### config.mk
export PLATFORM = sky130hd
export DESIGN_NAME = vga_vram_arbiter_flat
export DESIGN_NICKNAME = d
export VERILOG_FILES = /design/src/rtl/vga_vram_arbiter_if.sv /design/src/rtl/vga_vram_arbiter.sv /design/src/flat_wrapper.sv
export SDC_FILE = /design/constraint.sdc
export NUM_CORES = 1
export LEC_CHECK = 0
export ABC_AREA = 1
export BUFFER_PORTS_ARGS = -buffer_cell sky130_fd_sc_hd__buf_2
export CORE_ASPECT_RATIO = 0.5
export CORE_UTILIZATION = 53
export DETAILED_ROUTE_END_ITERATION = 8
export PLACE_DENSITY_LB_ADDON = 0.3
export SYNTH_ARGS = -nofsm -noshare
export SYNTH_HDL_FRONTEND = slang
export SYNTH_SLANG_ARGS = --single-unit
### constraint.sdc
create_clock -name pclk -period 3.55 [get_ports pclk]
set_clock_uncertainty 0.2 [all_clocks]
set_input_delay 0.1775 -clock pclk [delete_from_list [all_inputs] [get_ports pclk]]
set_output_delay 0.1775 -clock pclk [all_outputs]
set_load 0.02 [all_outputs]
### src/rtl/vga_vram_arbiter_if.sv
// Bus bundle between the VRAM arbiter and its three neighbours: the pixel-fetch
// logic (disp_*), the CPU bus bridge (cpu_*) and the single-port VRAM (mem_*).
// The arbiter connects through the slave modport. The surrounding logic connects
// through the master modport.
interface vga_vram_arbiter_if #(
    parameter int AW    = 12,
    parameter int DW    = 8,
    parameter int DEPTH = 4
);
    localparam int LW = $clog2(DEPTH) + 1;

    // display fetch path
    logic          disp_req;
    logic [AW-1:0] disp_addr;
    logic [DW-1:0] disp_rdata;
    logic          disp_rvalid;

    // CPU write channel
    logic          cpu_wvalid;
    logic [AW-1:0] cpu_waddr;
    logic [DW-1:0] cpu_wdata;
    logic          cpu_wready;

    // CPU read channel
    logic          cpu_rvalid;
    logic [AW-1:0] cpu_raddr;
    logic          cpu_rdone;
    logic [DW-1:0] cpu_rdata;

    // VRAM port
    logic          mem_en;
    logic          mem_we;
    logic [AW-1:0] mem_addr;
    logic [DW-1:0] mem_wdata;
    logic [DW-1:0] mem_rdata;

    // status
    logic [LW-1:0] fifo_level;

    modport slave (
        input  disp_req, disp_addr,
        output disp_rdata, disp_rvalid,
        input  cpu_wvalid, cpu_waddr, cpu_wdata,
        output cpu_wready,
        input  cpu_rvalid, cpu_raddr,
        output cpu_rdone, cpu_rdata,
        output mem_en, mem_we, mem_addr, mem_wdata,
        input  mem_rdata,
        output fifo_level
    );

    modport master (
        output disp_req, disp_addr,
        input  disp_rdata, disp_rvalid,
        output cpu_wvalid, cpu_waddr, cpu_wdata,
        input  cpu_wready,
        output cpu_rvalid, cpu_raddr,
        input  cpu_rdone, cpu_rdata,
        input  mem_en, mem_we, mem_addr, mem_wdata,
        output mem_rdata,
        input  fifo_level
    );
endinterface

### src/rtl/vga_vram_arbiter.sv
// Single-port VRAM arbiter. Display fetches always win. CPU writes are buffered
// in a small FIFO and drained in idle slots. A CPU read waits until the FIFO is
// empty, so it always observes every write accepted before (or with) it.
module vga_vram_arbiter #(
    parameter int AW    = 12,
    parameter int DW    = 8,
    parameter int DEPTH = 4
) (
    input  logic               pclk,
    input  logic               reset,
    vga_vram_arbiter_if.slave  bus
);
    localparam int PW = $clog2(DEPTH);
    localparam int LW = PW + 1;

    // ISSUE_WAIT is kept in the encoding but is never entered.
    typedef enum logic [1:0] {
        IDLE       = 2'd0,
        DRAIN      = 2'd1,
        ISSUE_WAIT = 2'd2,
        DATA       = 2'd3
    } state_t;

    state_t        state_reg, state_next;
    logic [AW-1:0] raddr_reg, raddr_next;

    logic [AW-1:0] fifo_addr_mem [DEPTH];
    logic [DW-1:0] fifo_data_mem [DEPTH];
    logic [PW-1:0] wr_ptr_reg, rd_ptr_reg;
    logic [LW-1:0] level_reg;

    logic          disp_rvalid_reg;
    logic          cpu_rdone_reg;
    logic [DW-1:0] cpu_rdata_reg;

    logic          fifo_empty;
    logic          fifo_full;
    logic          push;
    logic          pop;
    logic          grant_cpu_rd;

    assign fifo_empty = (level_reg == '0);
    assign fifo_full  = (level_reg == LW'(DEPTH));

    // Writes are refused while a read is in flight so that the drain always ends.
    assign bus.cpu_wready = !fifo_full && (state_reg == IDLE) && !reset;
    assign push           = bus.cpu_wvalid && bus.cpu_wready;

    assign bus.disp_rdata  = bus.mem_rdata;
    assign bus.disp_rvalid = disp_rvalid_reg;
    assign bus.cpu_rdone   = cpu_rdone_reg;
    assign bus.cpu_rdata   = cpu_rdata_reg;
    assign bus.fifo_level  = level_reg;

    // Per-cycle VRAM grant: display, then the pending CPU read, then the FIFO head.
    always_comb begin
        bus.mem_en    = 1'b0;
        bus.mem_we    = 1'b0;
        bus.mem_addr  = bus.disp_addr;
        bus.mem_wdata = fifo_data_mem[rd_ptr_reg];
        pop           = 1'b0;
        grant_cpu_rd  = 1'b0;
        if (!reset) begin
            if (bus.disp_req) begin
                bus.mem_en   = 1'b1;
                bus.mem_addr = bus.disp_addr;
            end else if (state_reg == DRAIN && fifo_empty) begin
                bus.mem_en   = 1'b1;
                bus.mem_addr = raddr_reg;
                grant_cpu_rd = 1'b1;
            end else if (!fifo_empty) begin
                // pop depends on the registered level, so a fresh push is never popped the same cycle
                bus.mem_en   = 1'b1;
                bus.mem_we   = 1'b1;
                bus.mem_addr = fifo_addr_mem[rd_ptr_reg];
                pop          = 1'b1;
            end
        end
    end

    // Read FSM next state: latch the request, wait for the drain, then deliver data.
    always_comb begin
        state_next = state_reg;
        raddr_next = raddr_reg;
        case (state_reg)
            IDLE: begin
                if (bus.cpu_rvalid) begin
                    raddr_next = bus.cpu_raddr;
                    state_next = DRAIN;
                end
            end
            DRAIN: begin
                if (grant_cpu_rd) begin
                    state_next = DATA;
                end
            end
            DATA:    state_next = IDLE;
            default: state_next = IDLE;
        endcase
    end

    // FIFO storage: one write port per slot, selected by the write pointer.
    genvar gi;
    generate
        for (gi = 0; gi < DEPTH; gi++) begin : g_slot
            // capture the CPU write into this slot when it is the tail
            always_ff @(posedge pclk) begin
                if (push && wr_ptr_reg == PW'(gi)) begin
                    fifo_addr_mem[gi] <= bus.cpu_waddr;
                    fifo_data_mem[gi] <= bus.cpu_wdata;
                end
            end
        end
    endgenerate

    // State, pointers, occupancy and registered outputs.
    always_ff @(posedge pclk) begin
        if (reset) begin
            state_reg       <= IDLE;
            raddr_reg       <= '0;
            wr_ptr_reg      <= '0;
            rd_ptr_reg      <= '0;
            level_reg       <= '0;
            disp_rvalid_reg <= 1'b0;
            cpu_rdone_reg   <= 1'b0;
            cpu_rdata_reg   <= '0;
        end else begin
            state_reg  <= state_next;
            raddr_reg  <= raddr_next;
            if (push) begin
                wr_ptr_reg <= wr_ptr_reg + 1'b1;
            end
            if (pop) begin
                rd_ptr_reg <= rd_ptr_reg + 1'b1;
            end
            case ({push, pop})
                2'b10:   level_reg <= level_reg + 1'b1;
                2'b01:   level_reg <= level_reg - 1'b1;
                default: level_reg <= level_reg;
            endcase
            disp_rvalid_reg <= bus.disp_req;
            // rdone is high for exactly the cycle spent in DATA
            cpu_rdone_reg   <= grant_cpu_rd;
            if (state_reg == DATA) begin
                cpu_rdata_reg <= bus.mem_rdata;
            end
        end
    end
endmodule

### src/flat_wrapper.sv
// flat-port wrapper written by rule: the top's interface ports become plain ports
module vga_vram_arbiter_flat 
#(
    parameter int AW    = 12,
    parameter int DW    = 8,
    parameter int DEPTH = 4
)
  (pclk, reset, bus_disp_req, bus_disp_addr, bus_disp_rdata, bus_disp_rvalid, bus_cpu_wvalid, bus_cpu_waddr, bus_cpu_wdata, bus_cpu_wready, bus_cpu_rvalid, bus_cpu_raddr, bus_cpu_rdone, bus_cpu_rdata, bus_mem_en, bus_mem_we, bus_mem_addr, bus_mem_wdata, bus_mem_rdata, bus_fifo_level);
  vga_vram_arbiter_if #(.AW(AW), .DW(DW), .DEPTH(DEPTH)) bus_i ();
  input  logic pclk;
  input  logic reset;
  input wire logic [$bits(bus_i.disp_req)-1:0] bus_disp_req;
  input wire logic [$bits(bus_i.disp_addr)-1:0] bus_disp_addr;
  output wire logic [$bits(bus_i.disp_rdata)-1:0] bus_disp_rdata;
  output wire logic [$bits(bus_i.disp_rvalid)-1:0] bus_disp_rvalid;
  input wire logic [$bits(bus_i.cpu_wvalid)-1:0] bus_cpu_wvalid;
  input wire logic [$bits(bus_i.cpu_waddr)-1:0] bus_cpu_waddr;
  input wire logic [$bits(bus_i.cpu_wdata)-1:0] bus_cpu_wdata;
  output wire logic [$bits(bus_i.cpu_wready)-1:0] bus_cpu_wready;
  input wire logic [$bits(bus_i.cpu_rvalid)-1:0] bus_cpu_rvalid;
  input wire logic [$bits(bus_i.cpu_raddr)-1:0] bus_cpu_raddr;
  output wire logic [$bits(bus_i.cpu_rdone)-1:0] bus_cpu_rdone;
  output wire logic [$bits(bus_i.cpu_rdata)-1:0] bus_cpu_rdata;
  output wire logic [$bits(bus_i.mem_en)-1:0] bus_mem_en;
  output wire logic [$bits(bus_i.mem_we)-1:0] bus_mem_we;
  output wire logic [$bits(bus_i.mem_addr)-1:0] bus_mem_addr;
  output wire logic [$bits(bus_i.mem_wdata)-1:0] bus_mem_wdata;
  input wire logic [$bits(bus_i.mem_rdata)-1:0] bus_mem_rdata;
  output wire logic [$bits(bus_i.fifo_level)-1:0] bus_fifo_level;
  assign bus_i.disp_req = bus_disp_req;
  assign bus_i.disp_addr = bus_disp_addr;
  assign bus_disp_rdata = bus_i.disp_rdata;
  assign bus_disp_rvalid = bus_i.disp_rvalid;
  assign bus_i.cpu_wvalid = bus_cpu_wvalid;
  assign bus_i.cpu_waddr = bus_cpu_waddr;
  assign bus_i.cpu_wdata = bus_cpu_wdata;
  assign bus_cpu_wready = bus_i.cpu_wready;
  assign bus_i.cpu_rvalid = bus_cpu_rvalid;
  assign bus_i.cpu_raddr = bus_cpu_raddr;
  assign bus_cpu_rdone = bus_i.cpu_rdone;
  assign bus_cpu_rdata = bus_i.cpu_rdata;
  assign bus_mem_en = bus_i.mem_en;
  assign bus_mem_we = bus_i.mem_we;
  assign bus_mem_addr = bus_i.mem_addr;
  assign bus_mem_wdata = bus_i.mem_wdata;
  assign bus_i.mem_rdata = bus_mem_rdata;
  assign bus_fifo_level = bus_i.fifo_level;
  vga_vram_arbiter #(.AW(AW), .DW(DW), .DEPTH(DEPTH)) u_core (.pclk(pclk), .reset(reset), .bus(bus_i));
endmodule
==> results.toml <==
[sta]
tns_ns = 0
worst_slack_ns = 0.966
whs_ns = 0.278
slew_violations = 0
final-setup-viol-count = 0
fmaxAchievable_ghz = 0.387
fin_crit_ns = 2.58
hold_violations = 0
post-route-period-util = 0.728
rsz0062_at_grt = "false"
worst_slew_pin_slew_ns = 0.701
slew_headroom = 0.532

[detailed_routing]
first_iter_violations = 308
routed_wl_mm = 10.8
viasPerCell = 5.15
dr.pass1.iters = 5
drc = 0
ant_nets = 0
wl_per_cell_um = 15.1
dr_total_vias = 3702

[logic_synthesis]
synth_top_area_frac = 0.504
yosysTopAreaCell = "edfxtp_1"
ys_seq_area_frac = 0.643
yosysWarnings = 0
synth-async-reset-ratio = 0
syn_nets = 510
synthSimpleGateAreaFrac = 0.218
netlist_area_mm2 = 0.00477
synthAdderAreaFrac = 0.0173
synth_top_family_by_area = "simple AND/OR/NAND/NOR gates"
synth_compound_area_frac = 0.0583
ys_top_cells_by_area = "edfxtp_1, dfxtp_1, nand3_1"
ys_dominant_reg_cell = "edfxtp_1"
avgSynthCellArea_um2 = 10.7
synth-xor-area-share = 0
synth_edf_count = 80
syn_inst = 447
synthMuxAreaShare = 0
yosysUniqueCellTypes = 27
synth_seq_cells = 113

[place]
hpwl_mm = 6.18
gp_congestion = 0.767
dp.cells = 641
place_ws_ns = 1.08
post_dp_cell_area_mm2 = 0.00526
numPortBuffers = 100

[cts]
htreeDepth = 4
clkSinkCount = 113
holdBufCountCts = 46
cts_resized = 0
clk_pin_slew_ns = 0.05
cts_setup_buffers = 0
cts_buffers = 17
clock-root-buffer = "clkbuf_16"
tritoncts = "yes"
worstSkewPairLatency_ns = 0.41
cts_buffer_depth = 2

[floorplan]
die_x_um = 136
initial_core_util = 0.547
io-pin-count = 101
dieArea_mm2 = 0.00940
core_area_mm2 = 0.00871
fp.dieH_um = 69.1
std_cell_rows = 24

[setup_path]
rrSetupSlack_ns = 1.03
critical_path.most_common_cell = "nand2_1"
r2r_start = "u_core.bus.fifo_level[1]$_SDFFE_PP0P_"
r2r_cells = 12
crit_slowest_cell = "dlygate4sd3_1"
crit_fanout = 15
critPathLaunchType = "input pin"
path_class = "input pin to flop"
crit_chain = "dlygate4sd3_1, buf_2, nor2_8, nand2_4, inv_2, ha_1, inv_1, fa_1, or2_2, nand2_1, nand2_1, nand2_1, nor2_1"
critPathRequiredTime_ns = 3.65
worstReg2RegEnd = "u_core.bus.fifo_level[2]$_SDFFE_PP0P_"
cp.arrival_ns = 2.68
crit_end = "u_core.bus.fifo_level[2]$_SDFFE_PP0P_"
end_kind = "flop"
max_stage_delay_ns = 0.53
startpoint = "reset"

[cells_and_area]
final_core_util = 0.724
layout.cells.non_filler = 719
nets = 652
fin_area_mm2 = 0.00631
n_antenna_cell = 0
largest_reg_flops = 48
area_growth_pct = 32.3
layout-drive-gt1-share = 0.272

[run]
max_cap_violations = 0

[grt]
grtUsageTotal = 0.247
grt_pass1_wl_mm = 17.2
grt_pass1_vias = 3595
gr-total-overflow = 0
grt_antenna_before_repair = 0
grt_max_degree = 42

[status]
outcome = "finished clean"

[power]
p_leak_nw = 2.64
ir_drop_mv = 0.441
p_total_mw = 3.52
power_density_mw_per_mm2 = 557

[worst_hold_path]
hold_path_class = "flop to flop"
==> cell type report <==
type / count / area (µm²)
fillers: 579 / 2400
clock buffers: 28 / 538
multi-input cells: 278 / 1410
repair buffers: 152 / 1010
well taps: 117 / 146
clock inverters: 4 / 45.0
inverters: 27 / 101
flip-flops and latches: 113 / 3060
==> how the worst min path moves through the flow <==
stage | startpoint | endpoint | cells after the start
detailed placement | bus_cpu_wdata[0] | u_core.fifo_data_mem[3][0]$_DFFE_PP_ | 1
CTS | u_core.bus.cpu_rdata[3]$_SDFFE_PP0N_ | u_core.bus.cpu_rdata[3]$_SDFFE_PP0N_ | 2
floorplan | bus_cpu_waddr[0] | u_core.fifo_addr_mem[0][0]$_DFFE_PP_ | 0
global route | u_core.bus.cpu_rdata[6]$_SDFFE_PP0N_ | u_core.bus.cpu_rdata[6]$_SDFFE_PP0N_ | 2
finish | u_core.bus.cpu_rdata[3]$_SDFFE_PP0N_ | u_core.bus.cpu_rdata[3]$_SDFFE_PP0N_ | 2
global placement | bus_cpu_wdata[6] | u_core.fifo_data_mem[3][6]$_DFFE_PP_ | 1
==> cell families (layout without fill, tap and decap cells) <==
group,after synthesis,after routing
AND/OR/NAND/NOR,219,219
adder cells (fa/ha/maj),6,6
flip-flops,113,113
AO/OA/AOI/OAI,53,53
buffers and inverters,56,211
==> layer usage <==
metal | vias to the layer above | global-route usage | share of wire
li1 | 1811 | - | -
met1 | 1736 | 0.305 | 0.43
met2 | 135 | 0.408 | 0.48
met3 | 20 | 0.0633 | 0.062
met4 | 0 | 0.112 | 0.022
met5 | - | 0 | 0
==> power by group <==
group | internal, mW | switching [mW] | leakage (nW)
combinational | 0.151 | 0.254 | 1.36
sequential | 1.46 | 0.0191 | 0.994
clock | 1.09 | 0.540 | 0.290
==> placed cells by master, fill, tap and decap left out, types with 4 or more instances in the layout <==
| cell type | count |
|---|---|
| o21ai_0 | 38 |
| buf_2 | 100 |
| ha_1 | 5 |
| clkbuf_16 | 18 |
| inv_2 | 8 |
| nor2_1 | 67 |
| buf_4 | 6 |
| edfxtp_1 | 80 |
| clkbuf_1 | 5 |
| dlygate4sd3_1 | 46 |
| nor2_2 | 4 |
| nand3_1 | 57 |
| nand2_1 | 70 |
| inv_1 | 19 |
| clkbuf_8 | 5 |
| nand3_2 | 6 |
| dfxtp_1 | 33 |
| o22ai_1 | 8 |
| a21oi_1 | 5 |
==> worst max-delay path, delay by kind of cell <==
kind,cells,cell delay (ns)
buf+inv,4,1.11
simple gates,7,0.81
fa+ha+maj,2,0.58
==> Yosys cell counts, types with 2 or more instances <==
cell      count
buf_2         9
clkbuf_1      5
inv_1        19
nor2_8        2
nand2_2       3
nand2_4       3
buf_4        10
edfxtp_1     80
buf_6         4
inv_2         8
nand3_1      57
nor2_1       71
nand4_1       2
nand3_2       6
nand2_1      70
o22ai_1       8
dfxtp_1      33
nor2_4        3
o21ai_0      38
a21oi_1       5
ha_1          5
No activity file was read; power rests on OpenSTA's default activity.
